$ cat config.mk
export PLATFORM = sky130hd
export DESIGN_NAME = sd_spi_master_flat
export DESIGN_NICKNAME = d
export VERILOG_FILES = /design/src/rtl/sd_spi_pkg.sv /design/src/rtl/sd_spi_master_if.sv /design/src/rtl/sd_spi_clkgen.sv /design/src/rtl/sd_spi_master.sv /design/src/flat_wrapper.sv
export SDC_FILE = /design/constraint.sdc
export NUM_CORES = 1
export LEC_CHECK = 0
export BUFFER_PORTS_ARGS = -buffer_cell sky130_fd_sc_hd__buf_2
export CORE_AREA = 10 10 69 71
export CTS_CLUSTER_DIAMETER = 30
export DETAILED_ROUTE_END_ITERATION = 12
export DIE_AREA = 0 0 79 81
export HOLD_SLACK_MARGIN = 0.03
export PLACE_DENSITY = 0.86
export SKIP_CTS_REPAIR_TIMING = 1
export SYNTH_ARGS = -nofsm -noshare
export SYNTH_HDL_FRONTEND = slang
export SYNTH_SLANG_ARGS = --single-unit
export TNS_END_PERCENT = 20
$ cat constraint.sdc
create_clock -name clk_sys -period 4.5 [get_ports clk_sys]
set_input_delay 0.675 -clock clk_sys [delete_from_list [all_inputs] [get_ports clk_sys]]
set_output_delay 0.675 -clock clk_sys [all_outputs]
set_load 0.02 [all_outputs]
$ cat src/rtl/sd_spi_pkg.sv
// rtl/sd_spi_pkg.sv - shared types and constants for the SD SPI master
package sd_spi_pkg;

  typedef enum logic [1:0] {IDLE, LOW, HIGH} state_t;

  localparam logic [7:0] SPI_FILL  = 8'hFF;
  localparam int         DIV_W_DEF = 8;

endpackage

$ cat src/rtl/sd_spi_master_if.sv
// rtl/sd_spi_master_if.sv - byte stream interface to the SPI master; poll signals with SD_SPI_AUTOPOLL_EN
interface sd_spi_master_if;

  logic       fast;
  logic       cs_req;
  logic [7:0] tx_data;
  logic       tx_valid;
  logic       tx_ready;
  logic [7:0] rx_data;
  logic       rx_valid;
  logic       busy;
`ifdef SD_SPI_AUTOPOLL_EN
  logic       poll_req;
  logic       poll_timeout;

  modport master (output fast, cs_req, tx_data, tx_valid, poll_req,
                  input  tx_ready, rx_data, rx_valid, busy, poll_timeout);
  modport slave  (input  fast, cs_req, tx_data, tx_valid, poll_req,
                  output tx_ready, rx_data, rx_valid, busy, poll_timeout);
`else
  modport master (output fast, cs_req, tx_data, tx_valid,
                  input  tx_ready, rx_data, rx_valid, busy);
  modport slave  (input  fast, cs_req, tx_data, tx_valid,
                  output tx_ready, rx_data, rx_valid, busy);
`endif

endinterface

$ cat src/rtl/sd_spi_clkgen.sv
// rtl/sd_spi_clkgen.sv - sck half-period counter with a divider latched at byte start
module sd_spi_clkgen
  import sd_spi_pkg::*;
#(
  parameter int CLK_DIV_SLOW = 64,
  parameter int CLK_DIV_FAST = 2,
  parameter int DIV_W        = DIV_W_DEF
) (
  input  logic clk_sys,
  input  logic reset_n,
  input  logic start,
  input  logic fast,
  input  logic run,
  output logic tick
);

  // Stored as DIV-1 so a divider of exactly 2^DIV_W still fits.
  localparam logic [DIV_W-1:0] SLOW_LAST = DIV_W'(CLK_DIV_SLOW - 1);
  localparam logic [DIV_W-1:0] FAST_LAST = DIV_W'(CLK_DIV_FAST - 1);

  logic [DIV_W-1:0] div_cnt;
  logic [DIV_W-1:0] div_last;

  assign tick = run && (div_cnt == div_last);

  // Restart and latch the rate on byte start, then wrap at the terminal count.
  always_ff @(posedge clk_sys or negedge reset_n) begin
    if (!reset_n) begin
      div_cnt  <= '0;
      div_last <= '0;
    end else if (start) begin
      div_cnt  <= '0;
      div_last <= fast ? FAST_LAST : SLOW_LAST;
    end else if (tick) begin
      div_cnt  <= '0;
    end else if (run) begin
      div_cnt  <= div_cnt + 1'b1;
    end
  end

endmodule

$ cat src/rtl/sd_spi_master.sv
// rtl/sd_spi_master.sv - byte-level SPI mode-0 master; optional card-busy poll with SD_SPI_AUTOPOLL_EN
module sd_spi_master
  import sd_spi_pkg::*;
#(
  parameter int CLK_DIV_SLOW = 64,
  parameter int CLK_DIV_FAST = 2,
  parameter int DIV_W        = DIV_W_DEF,
  parameter int POLL_LIMIT   = 8
) (
  input  logic           clk_sys,
  input  logic           reset_n,
  sd_spi_master_if.slave bus,
  output logic           ss,
  output logic           sck,
  output logic           mosi,
  input  logic           miso
);

  state_t     state;
  logic [7:0] shreg;
  logic [2:0] bit_cnt;
  logic [7:0] rx_data_q;
  logic       tx_ready_q;
  logic       rx_valid_q;
  logic       busy_q;
  logic       tick;
  logic       accept;
  logic       poll_start;
  logic       poll_again;
  logic       start;
  logic       byte_end;

  assign bus.tx_ready = tx_ready_q;
  assign bus.rx_data  = rx_data_q;
  assign bus.rx_valid = rx_valid_q;
  assign bus.busy     = busy_q;

  assign accept   = (state == IDLE) && bus.tx_valid && tx_ready_q && !poll_start;
  assign start    = accept || poll_start;
  assign byte_end = (state == HIGH) && tick && (bit_cnt == 3'd7);

  sd_spi_clkgen #(
    .CLK_DIV_SLOW (CLK_DIV_SLOW),
    .CLK_DIV_FAST (CLK_DIV_FAST),
    .DIV_W        (DIV_W)
  ) u_clkgen (
    .clk_sys (clk_sys),
    .reset_n (reset_n),
    .start   (start),
    .fast    (bus.fast),
    .run     (state != IDLE),
    .tick    (tick)
  );

`ifdef SD_SPI_AUTOPOLL_EN
  localparam int             PCW       = $clog2(POLL_LIMIT + 1);
  localparam logic [PCW-1:0] POLL_LAST = PCW'(POLL_LIMIT - 1);

  logic           poll_mode;
  logic           timeout_q;
  logic [PCW-1:0] poll_cnt;

  assign poll_start       = (state == IDLE) && bus.poll_req;
  assign poll_again       = poll_mode && (shreg == SPI_FILL) && (poll_cnt != POLL_LAST);
  assign bus.poll_timeout = timeout_q;

  // Track poll length and flag a poll that never saw anything but fill bytes.
  always_ff @(posedge clk_sys or negedge reset_n) begin
    if (!reset_n) begin
      poll_mode <= 1'b0;
      poll_cnt  <= '0;
      timeout_q <= 1'b0;
    end else begin
      timeout_q <= 1'b0;
      if (poll_start) begin
        poll_mode <= 1'b1;
        poll_cnt  <= '0;
      end else if (byte_end) begin
        if (poll_again) begin
          poll_cnt  <= poll_cnt + 1'b1;
        end else begin
          timeout_q <= poll_mode && (shreg == SPI_FILL);
          poll_mode <= 1'b0;
        end
      end
    end
  end
`else
  assign poll_start = 1'b0;
  assign poll_again = 1'b0;
`endif

  // Byte framing: sck phases, MSB-first shift, handshake and card select.
  always_ff @(posedge clk_sys or negedge reset_n) begin
    if (!reset_n) begin
      state      <= IDLE;
      ss         <= 1'b1;
      sck        <= 1'b0;
      mosi       <= 1'b1;
      shreg      <= SPI_FILL;
      bit_cnt    <= 3'd0;
      rx_data_q  <= SPI_FILL;
      tx_ready_q <= 1'b1;
      rx_valid_q <= 1'b0;
      busy_q     <= 1'b0;
    end else begin
      rx_valid_q <= 1'b0;
      case (state)
        IDLE: begin
          ss <= ~bus.cs_req;
          if (start) begin
            shreg      <= poll_start ? SPI_FILL : bus.tx_data;
            mosi       <= poll_start ? 1'b1 : bus.tx_data[7];
            bit_cnt    <= 3'd0;
            tx_ready_q <= 1'b0;
            busy_q     <= 1'b1;
            state      <= LOW;
          end
        end
        LOW: begin
          if (tick) begin
            sck   <= 1'b1;
            shreg <= {shreg[6:0], miso};
            state <= HIGH;
          end
        end
        HIGH: begin
          if (tick) begin
            sck <= 1'b0;
            if (bit_cnt != 3'd7) begin
              bit_cnt <= bit_cnt + 3'd1;
              mosi    <= shreg[7];
              state   <= LOW;
            end else if (poll_again) begin
              // Next poll byte starts with no idle gap.
              shreg   <= SPI_FILL;
              mosi    <= 1'b1;
              bit_cnt <= 3'd0;
              state   <= LOW;
            end else begin
              rx_data_q  <= shreg;
              rx_valid_q <= 1'b1;
              tx_ready_q <= 1'b1;
              busy_q     <= 1'b0;
              mosi       <= 1'b1;
              state      <= IDLE;
            end
          end
        end
        default: state <= IDLE;
      endcase
    end
  end

endmodule

$ cat src/flat_wrapper.sv
// flat-port wrapper written by rule: the top's interface ports become plain ports
module sd_spi_master_flat import sd_spi_pkg::*;
#(
  parameter int CLK_DIV_SLOW = 64,
  parameter int CLK_DIV_FAST = 2,
  parameter int DIV_W        = DIV_W_DEF,
  parameter int POLL_LIMIT   = 8
)
  (clk_sys, reset_n, ss, sck, mosi, miso, bus_fast, bus_cs_req, bus_tx_data, bus_tx_valid, bus_tx_ready, bus_rx_data, bus_rx_valid, bus_busy);
  sd_spi_master_if bus_i ();
  input  logic clk_sys;
  input  logic reset_n;
  output logic ss;
  output logic sck;
  output logic mosi;
  input  logic miso;
  input wire logic [$bits(bus_i.fast)-1:0] bus_fast;
  input wire logic [$bits(bus_i.cs_req)-1:0] bus_cs_req;
  input wire logic [$bits(bus_i.tx_data)-1:0] bus_tx_data;
  input wire logic [$bits(bus_i.tx_valid)-1:0] bus_tx_valid;
  output wire logic [$bits(bus_i.tx_ready)-1:0] bus_tx_ready;
  output wire logic [$bits(bus_i.rx_data)-1:0] bus_rx_data;
  output wire logic [$bits(bus_i.rx_valid)-1:0] bus_rx_valid;
  output wire logic [$bits(bus_i.busy)-1:0] bus_busy;
  assign bus_i.fast = bus_fast;
  assign bus_i.cs_req = bus_cs_req;
  assign bus_i.tx_data = bus_tx_data;
  assign bus_i.tx_valid = bus_tx_valid;
  assign bus_tx_ready = bus_i.tx_ready;
  assign bus_rx_data = bus_i.rx_data;
  assign bus_rx_valid = bus_i.rx_valid;
  assign bus_busy = bus_i.busy;
  sd_spi_master #(.CLK_DIV_SLOW(CLK_DIV_SLOW), .CLK_DIV_FAST(CLK_DIV_FAST), .DIV_W(DIV_W), .POLL_LIMIT(POLL_LIMIT)) u_core (.clk_sys(clk_sys), .reset_n(reset_n), .bus(bus_i), .ss(ss), .sck(sck), .mosi(mosi), .miso(miso));
endmodule
# ---- Word-level counts from Yosys, hierarchy flattened
# Index checks and enable logic that the tools add are counted.
# Widths: inputs -> output; s select.
dict set report classes {
  n_bitwise 2
  addsub 2
  n_reduce_logical 16
  mux 34
  n_eq_ne 9
}
# op n
set op_table {}
lappend op_table {{$mux 8} 5}
lappend op_table {{$pmux 8 s2} 1}
lappend op_table {{$mux 1} 15}
lappend op_table {{$reduce_and 3->1} 5}
lappend op_table {{$mux 3} 3}
lappend op_table {{$add 8x1->8 const B} 1}
lappend op_table {{$eq 8x8->1} 1}
lappend op_table {{$pmux 1 s2} 4}
lappend op_table {{$reduce_and 4->1} 2}
lappend op_table {{$reduce_bool 2->1} 4}
lappend op_table {{$mux 2} 3}
lappend op_table {{$mux 6} 1}
lappend op_table {{$ne 2x1->1 const B} 3}
lappend op_table {{$pmux 2 s3} 1}
lappend op_table {{$pmux 3 s2} 1}
lappend op_table {{$ne 2x2->1 const B} 2}
lappend op_table {{$add 3x1->3 const B} 1}
lappend op_table {{$logic_and 1x1->1} 3}
lappend op_table {{$ne 3x3->1 const B} 1}
lappend op_table {{$reduce_bool 3->1} 1}
lappend op_table {{$eq 2x1->1 const B} 1}
lappend op_table {{$eq 2x2->1 const B} 1}
lappend op_table {{$logic_not 2->1} 1}
lappend op_table {{$not 1->1} 2}
dict set report word_totals {
  regBits 43
}

# ---- Depth between registers and ports, before layout
dict set report depth {
  ltp_word 5
  ltp_mapped 8
  depth_no_buf 5
}

# ---- Modules after synthesis
# From an unflattened synthesis, not the netlist that was laid out.
dict set report hier_totals {
  hier_cells 147
  hier_area_um2 1795.5
}
# mod seq_area_each_um2 cells_each instances area_each_um2
set modules_own_cells {}
lappend modules_own_cells {sd_spi_master 699.4 95 1 1265.0}
lappend modules_own_cells {sd_spi_clkgen 250.2 52 1 530.5}

# ---- Worst setup path after synthesis
# No wires, ideal clock.
dict set report synth_timing {
  kind {reg2reg}
  startpoint {register u_core.u_clkgen.div_cnt[4]}
  endpoint {register u_core.rx_data_q[0] (netlist: u_core.bus.rx_data[0])}
  arrival_ns 2.028
  synth_period_minus_slack_ns 2.110
  slack_ns 2.390
  path_stages_with_launch 7
  setup_ns 0.082
  n_path_buf 1
  required_ns 4.418
  path_cell_list {dfrtp_1 > or4_1 > o32a_4 > nor2_2 > and3_1 > buf_6 > mux2_4}
}
dict set report synth_between {
  elab_chain_cells 3
}
# item line
set synth_lines {}
lappend synth_lines {{start: declaration} sd_spi_clkgen.sv:21} ;# logic [DIV_W-1:0] div_cnt;
lappend synth_lines {{start signal: assignment} sd_spi_clkgen.sv:37} ;# div_cnt <= div_cnt + 1'b1;
lappend synth_lines {{$eq 8x8->1} sd_spi_clkgen.sv:24} ;# assign tick = run && (div_cnt == div_last);
lappend synth_lines {{$logic_and 1x1->1} sd_spi_clkgen.sv:24}
lappend synth_lines {{$reduce_and 3->1 (no line)} --}
lappend synth_lines {{end signal: assignment} sd_spi_master.sv:141} ;# rx_data_q <= shreg;
lappend synth_lines {{end: declaration} sd_spi_master.sv:22} ;# logic [7:0] rx_data_q;
# Every way passes these cells.
# A chain may end at the register's enable or synchronous reset.

# ---- Worst setup path in the final report
dict set report layout_timing {
  startpoint {register u_core.state[1]}
  endpoint {register u_core.rx_data_q[1] (netlist: u_core.bus.rx_data[1])}
}
dict set report layout_between {
  elab_chain_cells 3
  elab_cells_between_ends 4
  classes_between {1 x eq/ne; 3 x reduce/logical}
}
# item line
set layout_lines {}
lappend layout_lines {{start: declaration} sd_spi_master.sv:19} ;# state_t state;
lappend layout_lines {{start signal: assignment} sd_spi_master.sv:96} ;# state <= IDLE;
lappend layout_lines {{start signal: assignment} sd_spi_master.sv:117} ;# state <= LOW;
lappend layout_lines {{start signal: assignment} sd_spi_master.sv:124} ;# state <= HIGH;
lappend layout_lines {{$reduce_bool 2->1} sd_spi_master.sv:51} ;# .run (state != IDLE),
lappend layout_lines {{$logic_and 1x1->1} sd_spi_clkgen.sv:24}
lappend layout_lines {{$reduce_and 3->1 (no line) *} --}
# Mark *: on every way between the ends. The rest lies on a longest branch, timed or not.

==> qor.txt <==
==================================================================================
Run status .......................................................... finished clean
Clock Tree Buf Depth ................................................            2
Estimated wirelength of the detail-placed design ....................      2597 um
Synth Instances .....................................................          165
Number of detailed-routing iterations run before antenna repair .....            4
Synth top cells by count ............................................ dfstp_2 (19), dfrtp_1 (18), nand2_1 (17)
RR Startpoint ....................................................... u_core.state[1]
Worst Path Class, Setup ............................................. flop to flop
Leakage power ....................................................... 0.0009229 uW
Pin count of the biggest net entering global routing ................           38
Final antenna-violating net count ...................................            0
Post-Synthesis Net Count ............................................          182
Required time worst endpoint ........................................      4780 ps
Global-route usage over all layers ..................................       11.97%
Die Footprint .......................................................   6399 sq um
Final count of hold timing violations ...............................            0
Power consumption ...................................................     530.2 uW
Share of flip-flops with an asynchronous set or reset ...............       100.0%
Max Clock Skew ......................................................     12.00 ps
Peak supply drop ....................................................    0.1537 mV
Sum of negative setup slack .........................................         0 ps
Filler Cell Count ...................................................          328
Share of final-layout standard cells stronger than drive strength 1 .       36.98%
Rel. slew slack .....................................................       36.60%
Post-Synthesis Mean Instance Area ...................................  11.18 sq um
Inserted Clock Buffers ..............................................            5
Area growth, synth to finish ........................................       10.24%
Via density per instance ............................................        5.483
End of the worst register-to-register path .......................... u_core.bus.rx_data[1]
Count of endpoints failing setup in the final report ................            0
Count of unresolved DRC violations after routing ....................            0
Number of antenna violations at the first check in global routing ...            0
CTS root buffer .....................................................     clkbuf_4
Adder-Cell Fraction of Synth Area ...................................       2.034%
Min-delay worst type ................................................ input port to asynchronous set/reset pin
Simple-Gate Fraction of Synth Area ..................................       15.46%
Cell variety after synth ............................................           44
Portion of the post-synthesis area used by sequential elements ......       51.46%
Power density cells ................................................. 260.6 nW/um^2
Global-route wire length before repair ..............................      6154 um
Tcrit/Tclk final ....................................................       55.81%
Endpoint of the most critical setup path ............................ u_core.bus.rx_data[1]
Yosys top cell area share ...........................................       27.05%
Number of slew-limit violations in the final report .................            0
Post-Synth XOR/XNOR Area ............................................      0.9492%
Die X-Extent ........................................................        79 um
Fin crit period .....................................................      2511 ps
Final weighted congestion in routability-driven placement ...........       0.7739
Number of global-route vias before repair ...........................         1310
Die Span Y ..........................................................        81 um
Reg2Reg Setup Slack .................................................      1990 ps
Most common flop cell mapped by yosys ...............................      dfstp_2
Max Clk Rate ........................................................    398.2 MHz
Largest family of logic cells by synthesized area ................... simple AND/OR/NAND/NOR gates
Unrepaired setup endpoints after global routing .....................        false
Flip-flop and latch count after synthesis ...........................           37
Clk pin slew, worst setup/hold paths ................................       110 ps
Type of element capturing the critical path .........................         flop
Routed vias .........................................................         1316
Worst EP arrival ....................................................      2790 ps
CP max FO ...........................................................           11
Clock net sink count ................................................           37
Placeable core region ...............................................   3523 sq um
R2R depth ...........................................................            5
Floorplan row count .................................................           22
Cells taking the most area after synthesis .......................... dfstp_2 (27%), dfrtp_1 (24%), mux2_4 (6.5%), mux2i_1 (4.9%), nand2_1 (3.5%)
Post-detailed-routing wire length ...................................      3583 um
Total Nets Final ....................................................          208
Cell with the most instances after synthesis ........................      dfstp_2
H-tree depth ........................................................            2
Reported max-cap violation count ....................................            0
Wire length per cell after detailed routing .........................     14.93 um
Total overflow reported by the global router ........................            0
Compound-cell area share of the yosys netlist .......................       15.39%
Post-synth design cell area .........................................   1846 sq um
Total I/O pin count .................................................           28
Worst Max-Slew Pin Slew .............................................     949.1 ps
Critical path launch point .......................................... u_core.state[1]
Diode insertion count for antenna repair ............................            0
Count of input and output buffers ...................................           27
Initial detailed-routing violation count ............................           82
Worst skew pair latency .............................................       350 ps
Crit path launch type ...............................................         flop
CTS tree ............................................................          yes
Cell type contributing the most total cell area after synthesis .....      dfstp_2
Number of warning messages in the yosys log .........................            0
EDFF count, synth ...................................................            0
Initial standard-cell utilization of the core .......................       52.38%
Mux share of post-synthesis cell area ...............................       11.39%
==================================================================================
[worst max-delay path, stage by stage (launching register included)]
cell and delay (ps):
dfrtp_1 570, nor2_1 190, or4_1 660, nor2_2 150
and3_1 540, mux2_4 350
[final cells by class]
type / count / area, sq um / share of cell area [%]
Clock buffer: 6 / 41.29 / 2.030
Inverter: 1 / 3.754 / 0.1845
Tap cell: 48 / 60.06 / 2.952
Sequential cell: 37 / 949.7 / 46.68
Clock inverter: 2 / 10.01 / 0.4920
Multi-Input combinational cell: 119 / 834.6 / 41.02
Timing Repair Buffer: 27 / 135.1 / 6.642
[worst min-delay path by stage]
stage                     depth (start not counted)                   startpoint                     endpoint  slack [ps]
final                                             1                      reset_n  u_core.u_clkgen.div_last[0]         400
after global routing                              1                      reset_n   u_core.u_clkgen.div_cnt[6]         430
after CTS                                         1                      reset_n   u_core.u_clkgen.div_cnt[3]         420
after detailed placement                          1  u_core.u_clkgen.div_last[0]  u_core.u_clkgen.div_last[0]         480
after global placement                            2                    u_core.ss                    u_core.ss         470
after floorplan                                   0                      reset_n            u_core.bit_cnt[0]         380
[report_power, final]
part	internal (uW)	leakage, uW	total (uW)	switching, uW
sequential	340	0.000408	344	3.17
clock	59.5	0.0000320	166	107
combinational	8.03	0.000483	20.6	12.6
total	408	0.000923	530	122
[sequential cells by signal, summed over array words and instances (netlist names)]
register and count:
u_core.bus.rx_data 8, u_core.sck 1, u_core.shreg 8, u_core.bit_cnt 3, u_core.u_clkgen.div_cnt 8, u_core.u_clkgen.div_last 2, u_core.state 2, u_core.mosi 1
u_core.ss 1, u_core.bus.tx_ready 1, u_core.bus.busy 1, u_core.bus.rx_valid 1
[through the flow]
step                      cell area, sq um  utilization, %  setup slack (ps)  instances  hold WS, ps
after global placement                1983           56.29              2084        232        466.0
after detailed placement              1983           56.29              1974        232        477.9
final                                 2034           57.74              1989        240        402.1
after global routing                  2034           57.74              1861        240        433.2
after CTS                             2034           57.74              1979        240        420.8
after floorplan                       1846               -              2390        165        379.4
[cell families (layout without fill, tap and decap cells)]
logic type / after synthesis / count (layout)
xor gates and xnor gates: 2 / 2
DFF: 37 / 37
buffers and inverters: 9 / 36
AOI/OAI and AO/OA: 37 / 37
muxes: 17 / 17
adders and majority gates: 3 / 3
and+or+nand+nor: 60 / 60
[cells in the final DEF, fill, tap and decap left out, types with 2 or more instances in the layout]
| master | instances |
|---|---|
| clkinv_2 | 2 |
| mux2i_1 | 9 |
| clkbuf_4 | 5 |
| buf_2 | 27 |
| o2bb2ai_1 | 3 |
| nor2b_1 | 2 |
| or3_1 | 3 |
| or4_1 | 2 |
| nor2_1 | 16 |
| dfrtp_1 | 18 |
| mux2_4 | 8 |
| or2_2 | 3 |
| o21ai_0 | 9 |
| a211o_1 | 2 |
| a21oi_2 | 2 |
| nand3_1 | 6 |
| ha_1 | 3 |
| nand2_1 | 17 |
| nand2b_1 | 2 |
| a21oi_1 | 8 |
| nor3_1 | 3 |
| dfstp_2 | 19 |
| a22oi_1 | 2 |
| a21o_1 | 2 |
[routing by layer]
layer | vias to the layer above | global-route usage (%) | share of wire [%]
met5 | - | 0 | 0
met4 | 0 | 3.943 | 1.2
met3 | 6 | 5.188 | 7.6
met2 | 40 | 18.60 | 45
met1 | 628 | 14.65 | 46
li1 | 642 | - | -
Power figures use the tool's default switching activity.
